===== src/rtl/key_debounce.sv =====
// Purpose : multi-key push-button conditioner. Each active-low raw key is synchronised,
//           debounced by its own FSM and presented as a clean level plus press/release pulses.
// Latency : KEY_LEVEL and the event pulse appear after edge DEB_CYCLES+1, where edge 0 is the
//           first edge that samples a stable raw change.
// Backpres: none. Pulses last one cycle and are never held off.
//
// Ports:
//   CLK          system clock
//   RST          asynchronous, active-high reset
//   KEY_IN       raw key pins, active-low (0 = pressed), asynchronous to CLK
//   KEY_LEVEL    debounced key state, 1 = pressed
//   KEY_PRESS    one-cycle pulse per key when a press is accepted
//   KEY_RELEASE  one-cycle pulse per key when a release is accepted
//   KEY_ANY      one-cycle pulse when any key press is accepted (same cycle as KEY_PRESS)
module key_debounce #(
    parameter int unsigned KEY_NUM    = 3,
    parameter logic [22:0] DEB_CYCLES = 23'd1_000_000
) (
    input  logic               CLK,
    input  logic               RST,
    input  logic [KEY_NUM-1:0] KEY_IN,
    output logic [KEY_NUM-1:0] KEY_LEVEL,
    output logic [KEY_NUM-1:0] KEY_PRESS,
    output logic [KEY_NUM-1:0] KEY_RELEASE,
    output logic               KEY_ANY
);

    typedef enum logic [1:0] {
        IDLE_UP     = 2'd0,
        FILTER_DOWN = 2'd1,
        HELD_DOWN   = 2'd2,
        FILTER_UP   = 2'd3
    } state_t;

    // The filter counts the sample that started it, so the last accepted sample
    // is the one where cnt already holds DEB_CYCLES-1.
    localparam logic [22:0] CNT_LAST = DEB_CYCLES - 23'd1;

    logic [KEY_NUM-1:0] sync_a;
    logic [KEY_NUM-1:0] sync_s;

    state_t      state     [KEY_NUM];
    state_t      state_nxt [KEY_NUM];
    logic [22:0] cnt       [KEY_NUM];
    logic [22:0] cnt_nxt   [KEY_NUM];

    logic [KEY_NUM-1:0] press_nxt;
    logic [KEY_NUM-1:0] release_nxt;
    logic [KEY_NUM-1:0] level_nxt;

    // Two-stage synchroniser; resets to the released level so a key held
    // through reset is seen as a fresh press afterwards.
    always_ff @(posedge CLK or posedge RST) begin
        if (RST) begin
            sync_a <= '1;
            sync_s <= '1;
        end else begin
            sync_a <= KEY_IN;
            sync_s <= sync_a;
        end
    end

    always_comb begin
        for (int k = 0; k < KEY_NUM; k++) begin
            state_nxt[k]   = state[k];
            cnt_nxt[k]     = cnt[k];
            press_nxt[k]   = 1'b0;
            release_nxt[k] = 1'b0;
            case (state[k])
                IDLE_UP: begin
                    if (!sync_s[k]) begin
                        state_nxt[k] = FILTER_DOWN;
                        cnt_nxt[k]   = 23'd1;
                    end else begin
                        cnt_nxt[k]   = '0;
                    end
                end
                FILTER_DOWN: begin
                    // A revert on the final sample is checked first, so it wins.
                    if (sync_s[k]) begin
                        state_nxt[k] = IDLE_UP;
                        cnt_nxt[k]   = '0;
                    end else if (cnt[k] == CNT_LAST) begin
                        state_nxt[k] = HELD_DOWN;
                        cnt_nxt[k]   = '0;
                        press_nxt[k] = 1'b1;
                    end else begin
                        cnt_nxt[k]   = cnt[k] + 23'd1;
                    end
                end
                HELD_DOWN: begin
                    if (sync_s[k]) begin
                        state_nxt[k] = FILTER_UP;
                        cnt_nxt[k]   = 23'd1;
                    end else begin
                        cnt_nxt[k]   = '0;
                    end
                end
                FILTER_UP: begin
                    if (!sync_s[k]) begin
                        state_nxt[k]   = HELD_DOWN;
                        cnt_nxt[k]     = '0;
                    end else if (cnt[k] == CNT_LAST) begin
                        state_nxt[k]   = IDLE_UP;
                        cnt_nxt[k]     = '0;
                        release_nxt[k] = 1'b1;
                    end else begin
                        cnt_nxt[k]     = cnt[k] + 23'd1;
                    end
                end
                default: begin
                    state_nxt[k] = IDLE_UP;
                    cnt_nxt[k]   = '0;
                end
            endcase
            // Level is "pressed" throughout HELD_DOWN and while a release is still being filtered.
            level_nxt[k] = (state_nxt[k] == HELD_DOWN) || (state_nxt[k] == FILTER_UP);
        end
    end

    always_ff @(posedge CLK or posedge RST) begin
        if (RST) begin
            for (int k = 0; k < KEY_NUM; k++) begin
                state[k] <= IDLE_UP;
                cnt[k]   <= '0;
            end
            KEY_LEVEL   <= '0;
            KEY_PRESS   <= '0;
            KEY_RELEASE <= '0;
            KEY_ANY     <= 1'b0;
        end else begin
            for (int k = 0; k < KEY_NUM; k++) begin
                state[k] <= state_nxt[k];
                cnt[k]   <= cnt_nxt[k];
            end
            KEY_LEVEL   <= level_nxt;
            KEY_PRESS   <= press_nxt;
            KEY_RELEASE <= release_nxt;
            KEY_ANY     <= |press_nxt;
        end
    end

endmodule


===== config.mk =====
export PLATFORM = sky130hd
export DESIGN_NAME = key_debounce
export DESIGN_NICKNAME = d
export VERILOG_FILES = /design/src/rtl/key_debounce.sv
export SDC_FILE = /design/constraint.sdc
export NUM_CORES = 1
export LEC_CHECK = 0
export BUFFER_PORTS_ARGS = -buffer_cell sky130_fd_sc_hd__clkbuf_2
export CORE_UTILIZATION = 40
export CTS_BUF_LIST = sky130_fd_sc_hd__clkbuf_4 sky130_fd_sc_hd__clkbuf_8 sky130_fd_sc_hd__clkbuf_16
export DETAILED_ROUTE_END_ITERATION = 7
export GPL_ROUTABILITY_DRIVEN = 0
export GPL_TIMING_DRIVEN = 0
export SETUP_SLACK_MARGIN = 0.5
export SLEW_MARGIN = 20
export SYNTH_ARGS = -nofsm -noshare
export SYNTH_HDL_FRONTEND = slang
export SYNTH_SLANG_ARGS = --single-unit

===== constraint.sdc =====
create_clock -name CLK -period 3.5 [get_ports CLK]
set_input_delay 0.7 -clock CLK [delete_from_list [all_inputs] [get_ports CLK]]
set_output_delay 0.7 -clock CLK [all_outputs]
set_load 0.05 [all_outputs]

==> impl_metrics.ini, run 1 <==
[global_routing]
antenna_found_initial = 0
globalRouteTotalUtil = 0.167
grt_pass1_vias = 3278
grt_pass1_wl_mm = 15.0
grt_max_degree = 35
grt_overflow = 0

[clock_network]
cts_buffers = 9
cts_resized = 0
tritoncts = built
clk_pin_slew_ns = 0.09
clockBufferDepth = 2
cts_root_buf = clkbuf_8
cts.sink_count = 91
hold_buffers = 0
htreeDepth = 3
clk_latency_ns = 0.37
postCtsSetupBuffers = 0

[power]
cellPowerDensity_nw_per_um2 = 401
leakage_nw = 1.87
pwr-share-seq = 0.554
clkPwrFrac = 0.414
switching_share = 0.226
combPwrFrac = 0.032
p_int_mw = 1.50
switchingPower_mw = 0.439
ir_drop_mv = 0.264

[worst_setup_path]
cp.arrival_ns = 2.69
worstSetupEndpointType = register
worst_path_largest_cell_delay_ns = 0.68
setup.worst_path.start_class = register
critPathRequiredTime_ns = 3.81
critPathKind = register to register
critical_path.max_fanout = 6
critical_path.top_delay_family = simple AND/OR/NAND/NOR gates
crit_chain = ha_1 -> nand2_1 -> or4_1 -> nor4_1 -> a211o_1
crit_buf_inv = 0
cp_slowest_cell = nor4_1

[placed_design]
portBuffers = 14
hpwlAfterDp_mm = 6.02

[timing]
max-slew-margin-rel = 0.454
setup_viol_count_final = 0
rsz0062_at_grt = no
max_freq_mhz = 420
finalSetupTns_ns = 0
timing.final.crit_share = 0.681
hold_viol = 0
worst_pin_slew_ns = 0.812
drv_slew = 0
holdWs_ns = 0.245
finClkSkew_ns = 0.0179
fin_crit_ns = 2.38

[floorplanning]
start_util = 0.415
io_pins = 15
rows = 37
die_height_um = 106
dieArea_sq_um = 11200
coreArea_sq_um = 10400
die_w_um = 106

[layout]
fillers = 998
nNetsFinal = 468
drive_gt1_frac = 0.110
areaGrowthSynthToFinish_pct = 12.3
antenna_cells = 0

[route]
routed_wl_mm = 8.31
vias = 3215
ant_nets = 0
first_iter_violations = 128
routed_via_density = 5.35
drc = 0
wire_per_inst_um = 13.8
first_pass_iters = 4

[synth]
yosys_warnings = 0
synthArstFlopShare = 1.00
postSynthCellCount = 432
synth-edff-count = 0
synth_most_common_cell = dfrtp_1
avgSynthCellArea_sq_um = 9.95
syn_nets = 440
yosys.area.top_type = dfrtp_1
ys_seq_area_frac = 0.531
yosys-top-cells-area = dfrtp_1, xnor2_1, nor2_1
netlist_top_cells_count = dfrtp_1, nor2_1, a21oi_1, inv_1
ys_seq_elements = 91
synth.distinct_cells = 37
netlist_area_sq_um = 4300
synth_flop_cell = dfrtp_1
synth_top_area_frac = 0.495

[flow_run]
cap_violations = 0

[worst_hold_path]
min-delay-path-class = input port to async pin

[status]
status = finished, final reports clean
final cells by class:
cell class	count	area, sq um	area share
clock inverters	6	93.8	0.0194
plain buffers	13	60.1	0.0124
inverters	25	97.6	0.0202
repair buffers	17	130	0.0270
clock buffers	10	131	0.0272
multi-input cells	303	1860	0.385
well taps	136	170	0.0352
flip-flops and latches	91	2280	0.473
per-stage QoR:
step	power, mW	std cells	setup slack (ns)	instance area [sq um]	util
floorplan	1.13	432	1.52	4300	-
global placement	1.15	582	1.09	4540	0.438
detailed placement	1.16	585	1.20	4600	0.444
CTS	1.97	601	1.17	4830	0.466
global route	2.01	601	0.969	4830	0.466
finish	1.94	601	1.12	4830	0.466
logic make-up after synthesis:
family | synth area share
adder cells (fa/ha/maj) | 0.00873
AND/OR/NAND/NOR | 0.246
buffers and inverters | 0.0358
flip-flops | 0.531
multiplexers | 0.0140
AO/OA/AOI/OAI | 0.0888
XOR/XNOR | 0.0754
power groups by stage:
stage | Clock, mW | Combinational, mW | Sequential (mW)
4_1_cts | 0.832 | 0.0659 | 1.07
2_1_floorplan | 0 | 0.0399 | 1.09
3_5_place_dp | 0 | 0.0655 | 1.09
6_report | 0.803 | 0.0626 | 1.07
5_1_grt | 0.861 | 0.0735 | 1.08
3_3_place_gp | 0 | 0.0568 | 1.09
worst paths after layout:
kind | startpoint | end | slack [ns] | cells after the start
max reg2reg | cnt[0] | KEY_ANY | 1.12 | 5
min in group CLK | sync_a[1] | sync_s[1] | 0.36 | 0
max | cnt[0] | KEY_ANY | 1.12 | 5
max in group asynchronous | RST | sync_a[1] | 2.54 | 4
min reg2reg | sync_a[1] | sync_s[1] | 0.36 | 0
min | RST | cnt[8] | 0.25 | 2
metal layers:
| metal | share of wire | routed length (um) | GRT usage |
|---|---|---|---|
| met5 | 0 | 0 | 0 |
| met4 | 0.016 | 137 | 0.0595 |
| met3 | 0.026 | 214 | 0.0402 |
| met2 | 0.47 | 3910 | 0.277 |
| met1 | 0.49 | 4050 | 0.211 |
sequential cells by signal, indices dropped and copies added, names as in the netlist:
register     count
cnt             69
state            6
KEY_LEVEL        3
KEY_PRESS        3
KEY_RELEASE      3
sync_a           3
sync_s           3
KEY_ANY          1
placed cells by master (no fill, tap or decap), types with 9 or more instances in the layout:
master / count
xnor2_1: 23
or4_1: 21
nor3_1: 11
nand2_1: 23
clkbuf_1: 9
or3_1: 17
nor4_1: 10
inv_1: 24
xor2_1: 14
nor2_1: 49
nand3_1: 21
o21ai_0: 17
o31ai_1: 11
a21oi_1: 28
dfrtp_1: 85
clkbuf_8: 9
nand4_1: 18
clkbuf_2: 14
Power figures use the tool's default switching activity.
==> run 2: changes to the inputs <==
==> constraint.sdc (replaced) <==
create_clock -name CLK -period 2.45 [get_ports CLK]
set_input_delay 0.49 -clock CLK [delete_from_list [all_inputs] [get_ports CLK]]
set_output_delay 0.49 -clock CLK [all_outputs]
set_load 0.05 [all_outputs]
==> impl_metrics.ini, run 2 (synthesis gave the netlist of run 1 again) <==
[worst_setup_path]
crit_top_cell = buf_6
worst_path_largest_cell_delay_ns = 0.43
critPathRequiredTime_ns = 2.71
crit_chain = ha_4 -> buf_6 -> buf_6 -> and3_4 -> nand4_1 -> buf_4 -> o31ai_4 -> buf_6 -> clkbuf_16 -> nor2_1
setup.worst_path.start_class = register
critical_path.max_fanout = 5
cp.arrival_ns = 2.32
critPathKind = register to register
crit_buf_inv = 5
cp_slowest_cell = dfrtp_2
critical_path.top_delay_family = buffers and inverters
worstSetupEndpointType = register

[floorplanning]
dieArea_sq_um = 11200
die_height_um = 106
die_w_um = 106
start_util = 0.415
coreArea_sq_um = 10400
io_pins = 15
rows = 37

[timing]
drv_slew = 0
finClkSkew_ns = 0.00894
finalSetupTns_ns = 0
max-slew-margin-rel = 0.759
rsz0062_at_grt = yes
max_freq_mhz = 486
fin_crit_ns = 2.06
worst_pin_slew_ns = 0.359
holdWs_ns = 0.197
setup_viol_count_final = 0
timing.final.crit_share = 0.840
hold_viol = 0

[route]
first_pass_iters = 4
first_iter_violations = 151
vias = 3551
routed_wl_mm = 9.94
ant_nets = 0
drc = 0
routed_via_density = 5.51
wire_per_inst_um = 15.4

[power]
switching_share = 0.230
p_int_mw = 2.12
ir_drop_mv = 0.312
cellPowerDensity_nw_per_um2 = 482
leakage_nw = 2.19
switchingPower_mw = 0.633
combPwrFrac = 0.055
pwr-share-seq = 0.558
clkPwrFrac = 0.387

[layout]
drive_gt1_frac = 0.364
largest_register = cnt
postLayoutCellArea_sq_um = 5710
antenna_cells = 0
largest_register_ffs = 69
nNetsFinal = 511
final_cells = 644
final_common_cell = dfrtp_1
mostFrequentLayoutCells = dfrtp_1, buf_4, nor2_1
reg_top3 = cnt: 69 flops, state: 6 flops
areaGrowthSynthToFinish_pct = 32.8

[clock_network]
cts_buffers = 9
clk_latency_ns = 0.36
cts.sink_count = 91
clockBufferDepth = 2
cts_root_buf = clkbuf_8
tritoncts = built
htreeDepth = 3
clk_pin_slew_ns = 0.09

[global_routing]
grt_pass1_wl_mm = 15.6
grt_overflow = 0
globalRouteTotalUtil = 0.179
grt_max_degree = 33
grt_pass1_vias = 3342
antenna_found_initial = 0

[placed_design]
post-place-cells = 585
portBuffers = 14
hpwlAfterDp_mm = 5.89
dpl-instance-area_sq_um = 4620

[flow_run]
cap_violations = 0

[worst_hold_path]
min-delay-path-class = input port to register

[status]
status = finished, final reports clean
[run 2: cell types whose count changed in the layout (fill, tap and decap cells not counted), sizes merged]
| cell | change |
|---|---|
| buf | +46 |
| inv | -3 |
| bufinv | -1 |
| clkinvlp | -1 |
| clkinv | +3 |
| dlygate4sd3 | +1 |
| clkbuf | -2 |
[run 2: final timing paths]
| check | from | to | slack [ns] | depth (start not counted) |
|---|---|---|---|---|
| min | KEY_IN[2] | sync_a[2] | 0.20 | 1 |
| max | cnt[23] | cnt[32] | 0.39 | 10 |
| max reg2reg | cnt[23] | cnt[32] | 0.39 | 10 |
| min reg2reg | sync_a[1] | sync_s[1] | 0.36 | 0 |
| max in group asynchronous | RST | sync_s[1] | 0.95 | 6 |
| min in group asynchronous | RST | KEY_PRESS[2] | 0.58 | 3 |
[run 2: metal layers]
metal | routed length, um | track usage
met1 | 4510 | 0.225
met2 | 4940 | 0.296
met3 | 360 | 0.0588
met4 | 137 | 0.0476
met5 | 0 | 0
[run 2: final cells by class]
type | instances | area [sq um]
repair buffers | 60 | 534
inverters | 25 | 97.6
flip-flops and latches | 91 | 2300
multi-input cells | 303 | 2260
clock inverters | 4 | 48.8
clock buffers | 12 | 159
well taps | 136 | 170
fillers | 903 | 4660
plain buffers | 13 | 143
[run 2: power by group through the flow]
stage	Clock, mW	Sequential [mW]	Combinational, mW
after global placement	0	1.56	0.0820
after CTS	1.10	1.53	0.119
after detailed placement	0	1.56	0.0952
final	1.07	1.54	0.150
after global routing	1.17	1.54	0.166
after floorplan	0	1.56	0.0577
[run 2: timing repair]
action | in CTS | in global routing
cloned | 2 | 3
buffers inserted | 16 | 21
hold buffers | 1 | 0
hold endpoints to repair | 6 | 0
endpoints found under the setup margin | 85 | 76
pin swaps | 20 | 29
gates resized for setup | 63 | 84
[run 2: per-stage QoR]
step | util | power [mW] | setup WS, ns
after floorplan | - | 1.62 | 0.513
after global placement | 0.439 | 1.64 | 0.163
after detailed placement | 0.445 | 1.66 | 0.160
after CTS | 0.502 | 2.76 | 0.367
after global routing | 0.550 | 2.88 | 0.335
final | 0.550 | 2.75 | 0.391
==> run 3: changes to the inputs <==
--- a/config.mk
+++ b/config.mk
@@ -5,6 +5,7 @@
 export SDC_FILE = /design/constraint.sdc
 export NUM_CORES = 1
 export LEC_CHECK = 0
+export ABC_AREA = 1
 export BUFFER_PORTS_ARGS = -buffer_cell sky130_fd_sc_hd__clkbuf_2
 export CORE_UTILIZATION = 40
 export CTS_BUF_LIST = sky130_fd_sc_hd__clkbuf_4 sky130_fd_sc_hd__clkbuf_8 sky130_fd_sc_hd__clkbuf_16
==> constraint.sdc (replaced) <==
create_clock -name CLK -period 2.1 [get_ports CLK]
set_input_delay 0.42 -clock CLK [delete_from_list [all_inputs] [get_ports CLK]]
set_output_delay 0.42 -clock CLK [all_outputs]
set_load 0.05 [all_outputs]
==> impl_metrics.ini, run 3 <==
[synth]
postSynthCellCount = 656
synth_most_common_cell = nor2_1
ys_seq_area_frac = 0.468
netlist_top_cells_count = nor2_1, nand2_1, inv_1, dfrtp_1, nand3_1
ys_seq_elements = 91
synth-edff-count = 0
synth_top_area_frac = 0.436
synth_flop_cell = dfrtp_1
synth.distinct_cells = 30
syn_nets = 664
yosys_warnings = 0
yosys-top-cells-area = dfrtp_1, nor2_1, nand2_1
yosys.area.top_type = dfrtp_1
avgSynthCellArea_sq_um = 7.44
synthArstFlopShare = 1.00
netlist_area_sq_um = 4880

[placed_design]
dpl-instance-area_sq_um = 5200
post-place-cells = 816
portBuffers = 14
hpwlAfterDp_mm = 7.52
dp_worst_setup_slack_ns = 0.332

[clock_network]
cts.sink_count = 91
tritoncts = built
clk_pin_slew_ns = 0.07
clk_latency_ns = 0.35
cts_root_buf = clkbuf_16
clockBufferDepth = 2
htreeDepth = 3
cts_buffers = 9

[worst_setup_path]
critPathKind = register to register
worstSetupEndpointType = register
setup.worst_path.start_class = register
critical_path.max_fanout = 10
ff2ff_setup_slack_ns = 0.59
critPathRequiredTime_ns = 2.34
cp.arrival_ns = 1.75

[layout]
final_common_cell = nand2_1
mostFrequentLayoutCells = nand2_1, nor2_1, inv_1
drive_gt1_frac = 0.172
postLayoutCellArea_sq_um = 5790
antenna_cells = 0
reg_top3 = cnt: 69 flops, state: 6 flops
register_area_sq_um = 2290
nNetsFinal = 706
largest_register_ffs = 69
fillers = 1125
largest_register = cnt
final_cells = 846
multi_input_comb_area_sq_um = 2360
areaGrowthSynthToFinish_pct = 18.5

[power]
cellPowerDensity_nw_per_um2 = 622
ir_drop_mv = 0.650
leakage_nw = 2.58

[floorplanning]
coreArea_sq_um = 11700
dieArea_sq_um = 12700
start_util = 0.419
io_pins = 15
rows = 39
die_height_um = 112
die_w_um = 112

[status]
status = finished, final reports clean

[route]
vias = 4182
routed_wl_mm = 10.4
first_iter_violations = 275
wire_per_inst_um = 12.3
drc = 0
routed_via_density = 4.94
ant_nets = 0
first_pass_iters = 5

[timing]
worst_slack_ns = 0.588
hold_viol = 0
holdWs_ns = 0.145
fin_crit_ns = 1.51
finClkSkew_ns = 0.00716
rsz0062_at_grt = yes
timing.final.crit_share = 0.720
drv_slew = 0
max_freq_mhz = 661
setup_viol_count_final = 0
worst_pin_slew_ns = 0.375
max-slew-margin-rel = 0.749

[global_routing]
antenna_found_initial = 0
grt_max_degree = 32
grt_pass1_wl_mm = 18.2
grt_pass1_vias = 4030
grt_overflow = 0
globalRouteTotalUtil = 0.182

[flow_run]
cap_violations = 0

[worst_hold_path]
min-delay-path-class = input port to register
## run 3: logic make-up after synthesis
family | share of synthesized area
xor gates and xnor gates | 0.0412
adders and majority gates | 0.00769
buffers and inverters | 0.0812
DFF | 0.468
AOI/OAI and AO/OA | 0.0277
and+or+nand+nor | 0.374
## run 3: where the power goes
part | internal, mW | switching [mW] | total (mW)
clock | 0.953 | 0.721 | 1.67
sequential | 1.77 | 0.0171 | 1.79
combinational | 0.0487 | 0.0860 | 0.135
## run 3: layout make-up
cell class / count / area share
sequential: 91 / 0.396
buffer: 6 / 0.00951
inverter: 93 / 0.0610
tap: 143 / 0.0309
multi-input combinational: 466 / 0.408
clock inverter: 6 / 0.0125
timing repair buffer: 31 / 0.0417
clock buffer: 10 / 0.0402
## run 3: critical path: stages (launching register included)
cell	delay, ns
dfrtp_1	0.41
ha_4	0.18
inv_2	0.07
nor3_4	0.30
nand4_4	0.14
buf_6	0.18
nand3_1	0.09
nor2_1	0.05
## run 3: layer usage
layer / wire length, um / share of wire / vias to the layer above / GRT usage
met4: 153 / 0.015 / 0 / 0.0649
met5: 0 / 0 / - / 0
met2: 4950 / 0.48 / 78 / 0.299
li1: - / - / 2125 / -
met1: 4930 / 0.47 / 1966 / 0.236
met3: 351 / 0.034 / 13 / 0.0427
## run 3: final timing paths
path                                 from      endpoint  cells past startpoint
worst max-delay path              cnt[46]       cnt[66]                      7
worst min-delay path            KEY_IN[2]     sync_a[2]                      1
worst max register to register    cnt[46]       cnt[66]                      7
worst min register to register  sync_a[0]     sync_s[0]                      0
max in group asynchronous             RST     sync_s[2]                      5
min in group asynchronous             RST  KEY_PRESS[2]                      3
## run 3: timing repair
action,in CTS,in global routing
endpoints found under the hold margin,1,0
buffers inserted,4,9
setup endpoints to repair,51,77
gates resized for setup,7,41
pin swaps,3,11
hold buffers,1,0
## run 3: stage by stage
stage / utilization / setup TNS, ns / power (mW)
after global routing: 0.496 / 0 / 3.76
after global placement: 0.440 / -3.10 / 1.93
after CTS: 0.477 / 0 / 3.66
after detailed placement: 0.446 / 0 / 1.94
after floorplan: - / 0 / 1.90
final: 0.496 / 0 / 3.60
